File: config.mk
export PLATFORM = sky130hd
export DESIGN_NAME = wide_add_sequencer
export DESIGN_NICKNAME = d
export VERILOG_FILES = /design/src/rtl/wide_add_sequencer.sv
export SDC_FILE = /design/constraint.sdc
export NUM_CORES = 1
export LEC_CHECK = 0
export ABC_CLOCK_PERIOD_IN_PS = 5800
export CAP_MARGIN = 20
export CELL_PAD_IN_SITES_DETAIL_PLACEMENT = 1
export CELL_PAD_IN_SITES_GLOBAL_PLACEMENT = 2
export CORE_UTILIZATION = 40
export DETAILED_ROUTE_END_ITERATION = 8
export DONT_BUFFER_PORTS = 1
export PLACE_DENSITY = 0.83
export SLEW_MARGIN = 15
export SYNTH_ARGS = -nofsm -noshare
export SYNTH_HDL_FRONTEND = slang
export SYNTH_SLANG_ARGS = --single-unit
export TNS_END_PERCENT = 20
File: constraint.sdc
create_clock -name clk -period 5.8 [get_ports clk]
set_input_delay 1.16 -clock clk [delete_from_list [all_inputs] [get_ports clk]]
set_output_delay 1.16 -clock clk [all_outputs]
set_load 0.02 [all_outputs]
File: src/rtl/wide_add_sequencer.sv
`default_nettype none
// +--------------------------------------------------------------------------+
// | wide_add_sequencer: NWORDS x 32-bit add/sub, one word per cycle, LSW first |
// | through a single shared 32-bit Kogge-Stone adder. Revision 1.0            |
// +--------------------------------------------------------------------------+
module wide_add_sequencer #(
  parameter int NWORDS = 4
) (
  input  logic                   clk,
  input  logic                   rst_n,
  input  logic                   in_valid,
  output logic                   in_ready,
  input  logic [32*NWORDS-1:0]   in_a,
  input  logic [32*NWORDS-1:0]   in_b,
  input  logic                   in_sub,
  input  logic                   in_cin,
  output logic                   out_valid,
  input  logic                   out_ready,
  output logic [32*NWORDS-1:0]   out_sum,
  output logic                   out_cout,
  output logic                   out_ovf,
  output logic                   busy
);

  localparam int                 CNT_W  = (NWORDS > 1) ? $clog2(NWORDS) : 1;
  localparam logic [CNT_W-1:0]   LAST   = CNT_W'(NWORDS - 1);
  localparam logic [1:0]         S_IDLE = 2'd0;
  localparam logic [1:0]         S_RUN  = 2'd1;
  localparam logic [1:0]         S_DONE = 2'd2;

  logic [1:0]             state_q, state_d;
  logic [CNT_W-1:0]       cnt_q;
  logic                   carry_q;
  logic [32*NWORDS-1:0]   a_q, b_q, sum_q;
  logic                   cout_q, ovf_q;

  logic [31:0]            w_op_a, w_op_b, w_sum;
  logic                   w_cin, w_cout;
  logic [31:0]            w_g, w_p, w_gn, w_pn;
  logic [32:0]            w_c;

  // State register
  always_ff @(posedge clk or negedge rst_n) begin
    if (!rst_n) state_q <= S_IDLE;
    else        state_q <= state_d;
  end

  // Next-state logic
  always_comb begin
    state_d = state_q;
    case (state_q)
      S_IDLE:  if (in_valid)      state_d = S_RUN;
      S_RUN:   if (cnt_q == LAST) state_d = S_DONE;
      S_DONE:  if (out_ready)     state_d = S_IDLE;
      default:                    state_d = S_IDLE;
    endcase
  end

  // Output decode
  always_comb begin
    in_ready  = 1'b0;
    out_valid = 1'b0;
    busy      = 1'b0;
    case (state_q)
      S_IDLE:  in_ready  = 1'b1;
      S_RUN:   busy      = 1'b1;
      S_DONE:  begin out_valid = 1'b1; busy = 1'b1; end
      default: in_ready  = 1'b0;
    endcase
  end

  // Operands stay zero outside RUN so the adder never sees stale partial words
  always_comb begin
    w_op_a = '0;
    w_op_b = '0;
    w_cin  = 1'b0;
    if (state_q == S_RUN) begin
      w_cin = carry_q;
      for (int i = 0; i < NWORDS; i++) begin
        if (cnt_q == CNT_W'(i)) begin
          w_op_a = a_q[i*32 +: 32];
          w_op_b = b_q[i*32 +: 32];
        end
      end
    end
  end

  // 32-bit Kogge-Stone prefix adder: five radix-2 levels of (G,P) combining
  always_comb begin
    w_g = w_op_a & w_op_b;
    w_p = w_op_a ^ w_op_b;
    for (int lvl = 0; lvl < 5; lvl++) begin
      w_gn = w_g;
      w_pn = w_p;
      for (int i = (1 << lvl); i < 32; i++) begin
        w_gn[i] = w_g[i] | (w_p[i] & w_g[i - (1 << lvl)]);
        w_pn[i] = w_p[i] & w_p[i - (1 << lvl)];
      end
      w_g = w_gn;
      w_p = w_pn;
    end
    w_c[0] = w_cin;
    for (int i = 0; i < 32; i++) begin
      w_c[i+1] = w_g[i] | (w_p[i] & w_cin);
    end
    w_sum  = w_op_a ^ w_op_b ^ w_c[31:0];
    w_cout = w_c[32];
  end

  // Subtraction is A + ~B + 1: B is inverted at capture and carry seeded with 1
  always_ff @(posedge clk or negedge rst_n) begin
    if (!rst_n) begin
      cnt_q   <= '0;
      carry_q <= 1'b0;
      a_q     <= '0;
      b_q     <= '0;
      sum_q   <= '0;
      cout_q  <= 1'b0;
      ovf_q   <= 1'b0;
    end else if (state_q == S_IDLE) begin
      if (in_valid) begin
        a_q     <= in_a;
        b_q     <= in_sub ? ~in_b : in_b;
        carry_q <= in_sub ? 1'b1 : in_cin;
        cnt_q   <= '0;
      end
    end else if (state_q == S_RUN) begin
      for (int i = 0; i < NWORDS; i++) begin
        if (cnt_q == CNT_W'(i)) sum_q[i*32 +: 32] <= w_sum;
      end
      carry_q <= w_cout;
      cnt_q   <= cnt_q + 1'b1;
      if (cnt_q == LAST) begin
        cout_q <= w_cout;
        ovf_q  <= (w_op_a[31] == w_op_b[31]) & (w_sum[31] != w_op_a[31]);
      end
    end
  end

  assign out_sum  = sum_q;
  assign out_cout = cout_q;
  assign out_ovf  = ovf_q;

endmodule
`default_nettype wire

* After elaboration in Yosys (flattened, before gate mapping)
Index checks and enable logic that the tools add are counted.
** Word-level totals
- Memory bits (writable) :: 0
- Latch bits :: 0
- Word-level logic and storage cells :: 516
- Memories :: 0
- Register bits :: 391
- Input bits :: 262
- ROM bits :: 0
- Output and inout bits :: 133
** Cells by class
- Bitwise gates (word level) :: 457
- Divide/modulo/power cells :: 0
- Eq/ne operators :: 10
- Reduce and logical (&&, ||, !) cells :: 11
- Add/sub/neg operators :: 1
- $mul :: 0
- Muxes and demuxes :: 26
- Magnitude comparators :: 0
- Shifts and indexed selects :: 0
** Operator list (number)
- $mux W32 :: 10
- $and A1 B1 Y1 :: 291
- $or A1 B1 Y1 :: 161
- $mux W128 :: 1
- $not A128 Y128 :: 1
- $xor A32 B32 Y32 :: 2
- $and A32 B32 Y32 :: 1
- $reduce_and A3 Y1 :: 5
- $mux W2 :: 6
- $mux W1 :: 8
- $eq A2 B2 Y1 const B :: 3
- $pmux W2 S3 :: 1
- $eq A2 B1 Y1 const B :: 2
- $logic_not A2 Y1 :: 2
- $ne A2 B2 Y1 const B :: 2
- $reduce_and A2 Y1 :: 2
- $add A2 B1 Y2 const B :: 1
- $ne A2 B1 Y1 const B :: 1
- $reduce_bool A2 Y1 :: 1
- $reduce_or A2 Y1 :: 1
- $eq A1 B1 Y1 :: 1
- $ne A1 B1 Y1 :: 1
- $not A1 Y1 :: 1

* Longest topological paths before layout
- Depth in word-level cells :: 20
- Gate-level depth with buffers :: 20
- Depth with buffers taken out :: 17

* Least setup slack after synthesis
Ideal clock, no wire load.
- Kind :: flip-flop to flip-flop
- Start point :: register cnt_q[0]
- End point :: register sum_q[122], in the netlist out_sum[122]
- Data required time :: 5.670 ns
- Arrival time :: 3.671 ns
- Path buffers :: 4
- Stages on the path, launching flop included :: 18
- Slack :: 1.999 ns
- Library setup time :: 0.130 ns
- Clock period less this slack :: 3.801 ns
- Cell sequence :: dfrtp_1 inv_1 ha_1 clkbuf_1 clkbuf_1 buf_1 a21oi_1 o21ai_0 and2_1 ha_1 clkbuf_1 a21oi_2 o21ai_0 a21oi_1 o2111ai_1 a311oi_1 xor2_1 o21ai_1
** On the way
- Longest elaborated chain between the ends :: 18
- Elaborated cells on any way between the ends :: 95
- Classes of those cells :: 3 x eq/ne; 10 x mux; 80 x bitwise; 2 x reduce/logical
** RTL lines
- start, declared :: RTL line 32 : logic [CNT_W-1:0] cnt_q;
- start signal, assigned :: RTL line 132 : cnt_q <= cnt_q + 1'b1;
- $logic_not A2 Y1 :: RTL line 80 : if (cnt_q == CNT_W'(i)) begin
- $mux W32 (4 in a row) :: RTL line 80
- $mux W32 :: RTL line 77 : if (state_q == S_RUN) begin
- $xor A32 B32 Y32 or $and A32 B32 Y32 (tied branches) :: RTL line 91, 106, 90
- $and A1 B1 Y1 :: RTL line 96 : w_gn[i] = w_g[i] | (w_p[i] & w_g[i - (1 << lvl)]);
- $or A1 B1 Y1 :: RTL line 96
- $and A1 B1 Y1 :: RTL line 96
- $or A1 B1 Y1 :: RTL line 96
- $and A1 B1 Y1 :: RTL line 96
- $or A1 B1 Y1 :: RTL line 96
- $and A1 B1 Y1 or $or A1 B1 Y1 (tied branches) :: RTL line 96
- $or A1 B1 Y1 or $and A1 B1 Y1 (tied branches) :: RTL line 96
- $or A1 B1 Y1 :: RTL line 96
- $or A1 B1 Y1 :: RTL line 104 : w_c[i+1] = w_g[i] | (w_p[i] & w_cin);
- $xor A32 B32 Y32 :: RTL line 106 : w_sum = w_op_a ^ w_op_b ^ w_c[31:0];
- end signal, assigned by index :: RTL line 129 : if (cnt_q == CNT_W'(i)) sum_q[i*32 +: 32] <= w_sum;
- end, declared :: RTL line 34 : logic [32*NWORDS-1:0] a_q, b_q, sum_q;
Several ways; a longest one is shown, not always the timed one.
A chain may end at the register's enable or synchronous reset.

* Worst setup path in the final report
- Start point :: register cnt_q[1]
- End point :: register sum_q[125], in the netlist out_sum[125]
** On the way
- Longest elaborated chain between the ends :: 18
- Elaborated cells on any way between the ends :: 104
- Classes of those cells :: 3 x eq/ne; 10 x mux; 89 x bitwise; 2 x reduce/logical
** RTL lines (RTL line)
- $logic_not A2 Y1 :: 80
- $mux W32 (4 in a row) :: 80
- $mux W32 :: 77
- $xor A32 B32 Y32 or $and A32 B32 Y32 (tied branches) :: 91, 106, 90
- $and A1 B1 Y1 :: 96
- $or A1 B1 Y1 :: 96
- $and A1 B1 Y1 :: 96
- $or A1 B1 Y1 :: 96
- $and A1 B1 Y1 or $or A1 B1 Y1 (tied branches) :: 96
- $or A1 B1 Y1 or $and A1 B1 Y1 (tied branches) :: 96
- $and A1 B1 Y1 or $or A1 B1 Y1 (tied branches) :: 96
- $or A1 B1 Y1 or $and A1 B1 Y1 (tied branches) :: 96
- $or A1 B1 Y1 :: 96
- $or A1 B1 Y1 :: 104
- $xor A32 B32 Y32 :: 106
Several ways; a longest one is shown, not always the timed one.

==> results.py <==
metrics = {
    "outcome": {
        "status": "completed",
    },
    "worst_setup_path": {
        "worstSetupPathType": "register to register",
        "r2r_end": "out_sum[125]",
        "end_kind": "register",
        "reg2reg_depth": 17,
        "r2r-start": "cnt_q[1]",
        "r2r_slack_ns": 0.71,
        "crit_required_ns": 6.23,
        "start_kind": "register",
        "critPathArrivalTime_ns": 5.53,
        "cp_max_fo": 75,
    },
    "drt": {
        "routed_wl_mm": 65.12,
        "post_drt_wl_per_cell_um": 23.37,
        "drt_pass1_iterations": 5,
        "vias": 15310,
        "drtIter0Drc": 1030,
        "drcViolationCount": 0,
        "drt.antenna.violating_nets": 0,
        "viasPerCell": 5.493,
    },
    "floorplanning": {
        "ios": 395,
        "placementRows": 82,
        "core_area_mm2": 0.05007,
        "chipWidth_um": 227.0,
        "start_util_pct": 40.45,
        "die_area_mm2": 0.05154,
        "die_h_um": 227.0,
    },
    "hold_path": {
        "worstHoldPathType": "input pin to async pin",
    },
    "pwr": {
        "leakage_nw": 9.834,
        "seq_power_share_pct": 38.4,
        "combPwrFrac_pct": 39.1,
        "switchingPower_mw": 5.578,
        "sw_frac_of_total_pct": 42.54,
        "p_clk_share_pct": 22.5,
        "powerDensity_mw_per_mm2": 587.5,
        "total_power_mw": 13.11,
        "max-vdd-ir-drop_mv": 0.2591,
        "p_int_mw": 7.534,
    },
    "sta": {
        "finalWorstPathRequiredPeriod_ns": 5.094,
        "slew_violations": 0,
        "tightest_slew_ns": 1.344,
        "rsz0062_at_grt": "false",
        "fmax_mhz": 196.3,
        "slew_headroom_pct": 10.42,
        "fin_crit_sh_pct": 87.82,
        "setup_viol": 0,
        "finalHoldViolCount": 0,
        "finalSetupTns_ns": 0,
        "finClkSkew_ns": 0.02711,
    },
    "synth": {
        "synth_compound_area_share_pct": 13.97,
        "synth_top_cell_by_area": "dfrtp_1",
        "synthTopCellsByArea": "dfrtp_1, mux2_2, nand2_1",
        "yosys_most_used_dff": "dfrtp_1",
        "synth_fp_nets": 2467,
        "yosys_warnings": 0,
        "yosysSeqAreaShare_pct": 48.31,
        "synthArstFlopShare_pct": 100.0,
        "syn_inst": 2163,
        "synth_edf_count": 0,
        "synthMuxAreaShare_pct": 9.668,
        "synth_top_family_by_area": "simple AND/OR/NAND/NOR gates",
        "avgSynthCellArea_um2": 9.364,
        "synth-xor-area-share_pct": 6.530,
        "ys_ff_latch": 391,
        "syn-cell-area_mm2": 0.02025,
        "synth_top_cell_area_share_pct": 48.31,
        "synth_fa_ha_area_share_pct": 2.632,
        "synthDistinctLibCells": 65,
        "synth-simple-area-share_pct": 15.76,
    },
    "cts": {
        "clk_pin_slew_ns": 0.06,
        "post_cts_buffers": 0,
        "htreeDepth": 2,
        "cts_tree": "yes",
        "clockBufferDepth": 3,
        "clock-sinks": 391,
        "clk_latency_ns": 0.59,
        "root_buffer": "clkbuf_16",
        "ctsResizeCount": 0,
        "cts_buffers": 45,
        "ctsHoldBuffers": 0,
    },
    "cells_and_area": {
        "final_common_cell": "nand2_1",
        "finish.utilization_pct": 44.57,
        "area_delta_synth_final_pct": 10.19,
        "stdcell_area_mm2": 0.02232,
        "layout_common_cells": "nand2_1, dfrtp_1, o21ai_0, mux2_2, a21oi_1",
        "drive_above_1_share_pct": 13.74,
        "nNetsFinal": 2382,
    },
    "place": {
        "dpl.hpwl_mm": 47.42,
        "place_area_mm2": 0.02077,
        "port_buffers": 0,
        "gp_congestion": 0.8859,
    },
    "run": {
        "maxCapViolCount": 0,
    },
    "global_route": {
        "grt_overflow": 0,
        "grtUsageTotal_pct": 25.21,
        "grt_pass1_vias": 15770,
        "grt_pass1_wl_mm": 98.04,
        "antenna_found_initial": 7,
        "grt_max_degree": 392,
    },
}
==> power groups by stage <==
stage | clock network (mW) | logic, mW | registers (mW)
after floorplan | 0 | 3.58 | 4.77
after global placement | 0 | 4.99 | 5.03
after detailed placement | 0 | 5.14 | 5.08
after CTS | 3.01 | 5.17 | 5.04
after global routing | 3.11 | 5.71 | 5.20
final | 2.95 | 5.13 | 5.03
==> state kept, by name, summed over array words and instances (netlist names) <==
register / flops
out_ovf: 1
b_q: 128
out_cout: 1
cnt_q: 2
out_sum: 128
state_q: 2
a_q: 128
carry_q: 1
==> worst max path at each step <==
| stage | end | startpoint | cells past startpoint | slack [ns] |
|---|---|---|---|---|
| 2_1_floorplan | out_sum[122] | cnt_q[0] | 17 | 2.00 |
| 3_3_place_gp | out_sum[58] | cnt_q[1] | 17 | 0.95 |
| 3_5_place_dp | out_sum[60] | cnt_q[1] | 17 | 0.85 |
| 4_1_cts | out_sum[60] | cnt_q[1] | 17 | 0.80 |
| 5_1_grt | out_sum[60] | cnt_q[1] | 17 | 0.38 |
| 6_report | out_sum[125] | cnt_q[1] | 17 | 0.71 |
==> per-stage QoR <==
step                      instances  setup WS (ns)  hold WS (ns)
after floorplan                2163          1.999        0.4424
after global placement         2703         0.9517        0.4614
after detailed placement       2703         0.8473        0.4706
after CTS                      2783         0.8035        0.2546
after global routing           2783         0.3848        0.2601
final                          2787         0.7065        0.2832
==> area by class of cell <==
class                           instances  area, um2
Fill cell                            5729      27750
Timing Repair Buffer                   20      212.7
Clock buffer                           67       1360
Tap cell                              672      840.8
Multi-Input combinational cell       1607       9886
Sequential cell                       391       9784
Antenna cell                            4      10.01
Clock inverter                         13      175.2
Inverter                               13      48.80
==> synth_stat cells, types with 9 or more instances <==
cell type,n
a21o_1,14
and2_1,68
nand2_1,426
dfrtp_1,391
buf_1,9
mux2_2,173
xnor2_1,140
o21a_1,11
a22oi_1,10
clkbuf_1,141
nor2_1,144
ha_1,41
o31ai_1,12
a211o_1,10
nor3_1,14
inv_1,13
nand3_1,35
xor2_1,11
a21oi_1,161
nand4_1,22
o21ai_0,230
==> cells by family (layout without fill, tap and decap cells) <==
| family | count (synthesis) | in the layout |
|---|---|---|
| AOI/OAI and AO/OA | 500 | 500 |
| xor gates and xnor gates | 151 | 151 |
| adders and majority gates | 42 | 42 |
| buffers and inverters | 165 | 113 |
| DFF | 391 | 391 |
| muxes | 174 | 174 |
| other | 0 | 4 |
| and+or+nand+nor | 740 | 740 |
==> critical path, cell delays in order, from the launching register on <==
cell	delay [ns]
dfrtp_1	0.45
inv_1	0.16
ha_4	0.50
buf_12	0.37
nor2_1	0.09
a21oi_1	0.13
nor2_1	0.06
a21oi_1	0.40
o21ai_0	0.18
and2_1	0.20
ha_1	0.37
a21oi_1	0.37
o21a_1	0.16
o221ai_1	0.18
a221oi_2	0.42
a211oi_2	0.17
nor4_2	0.52
o31ai_1	0.16
==> routing by layer <==
layer / track usage (%) / vias up / share of wire (%)
met2: 38.56 / 396 / 45
met3: 5.382 / 105 / 6.6
met1: 35.41 / 7630 / 46
li1: - / 7171 / -
met5: 0 / - / 0.057
met4: 8.313 / 6 / 3.0
Note: power is estimated with default switching activity, not from simulation.
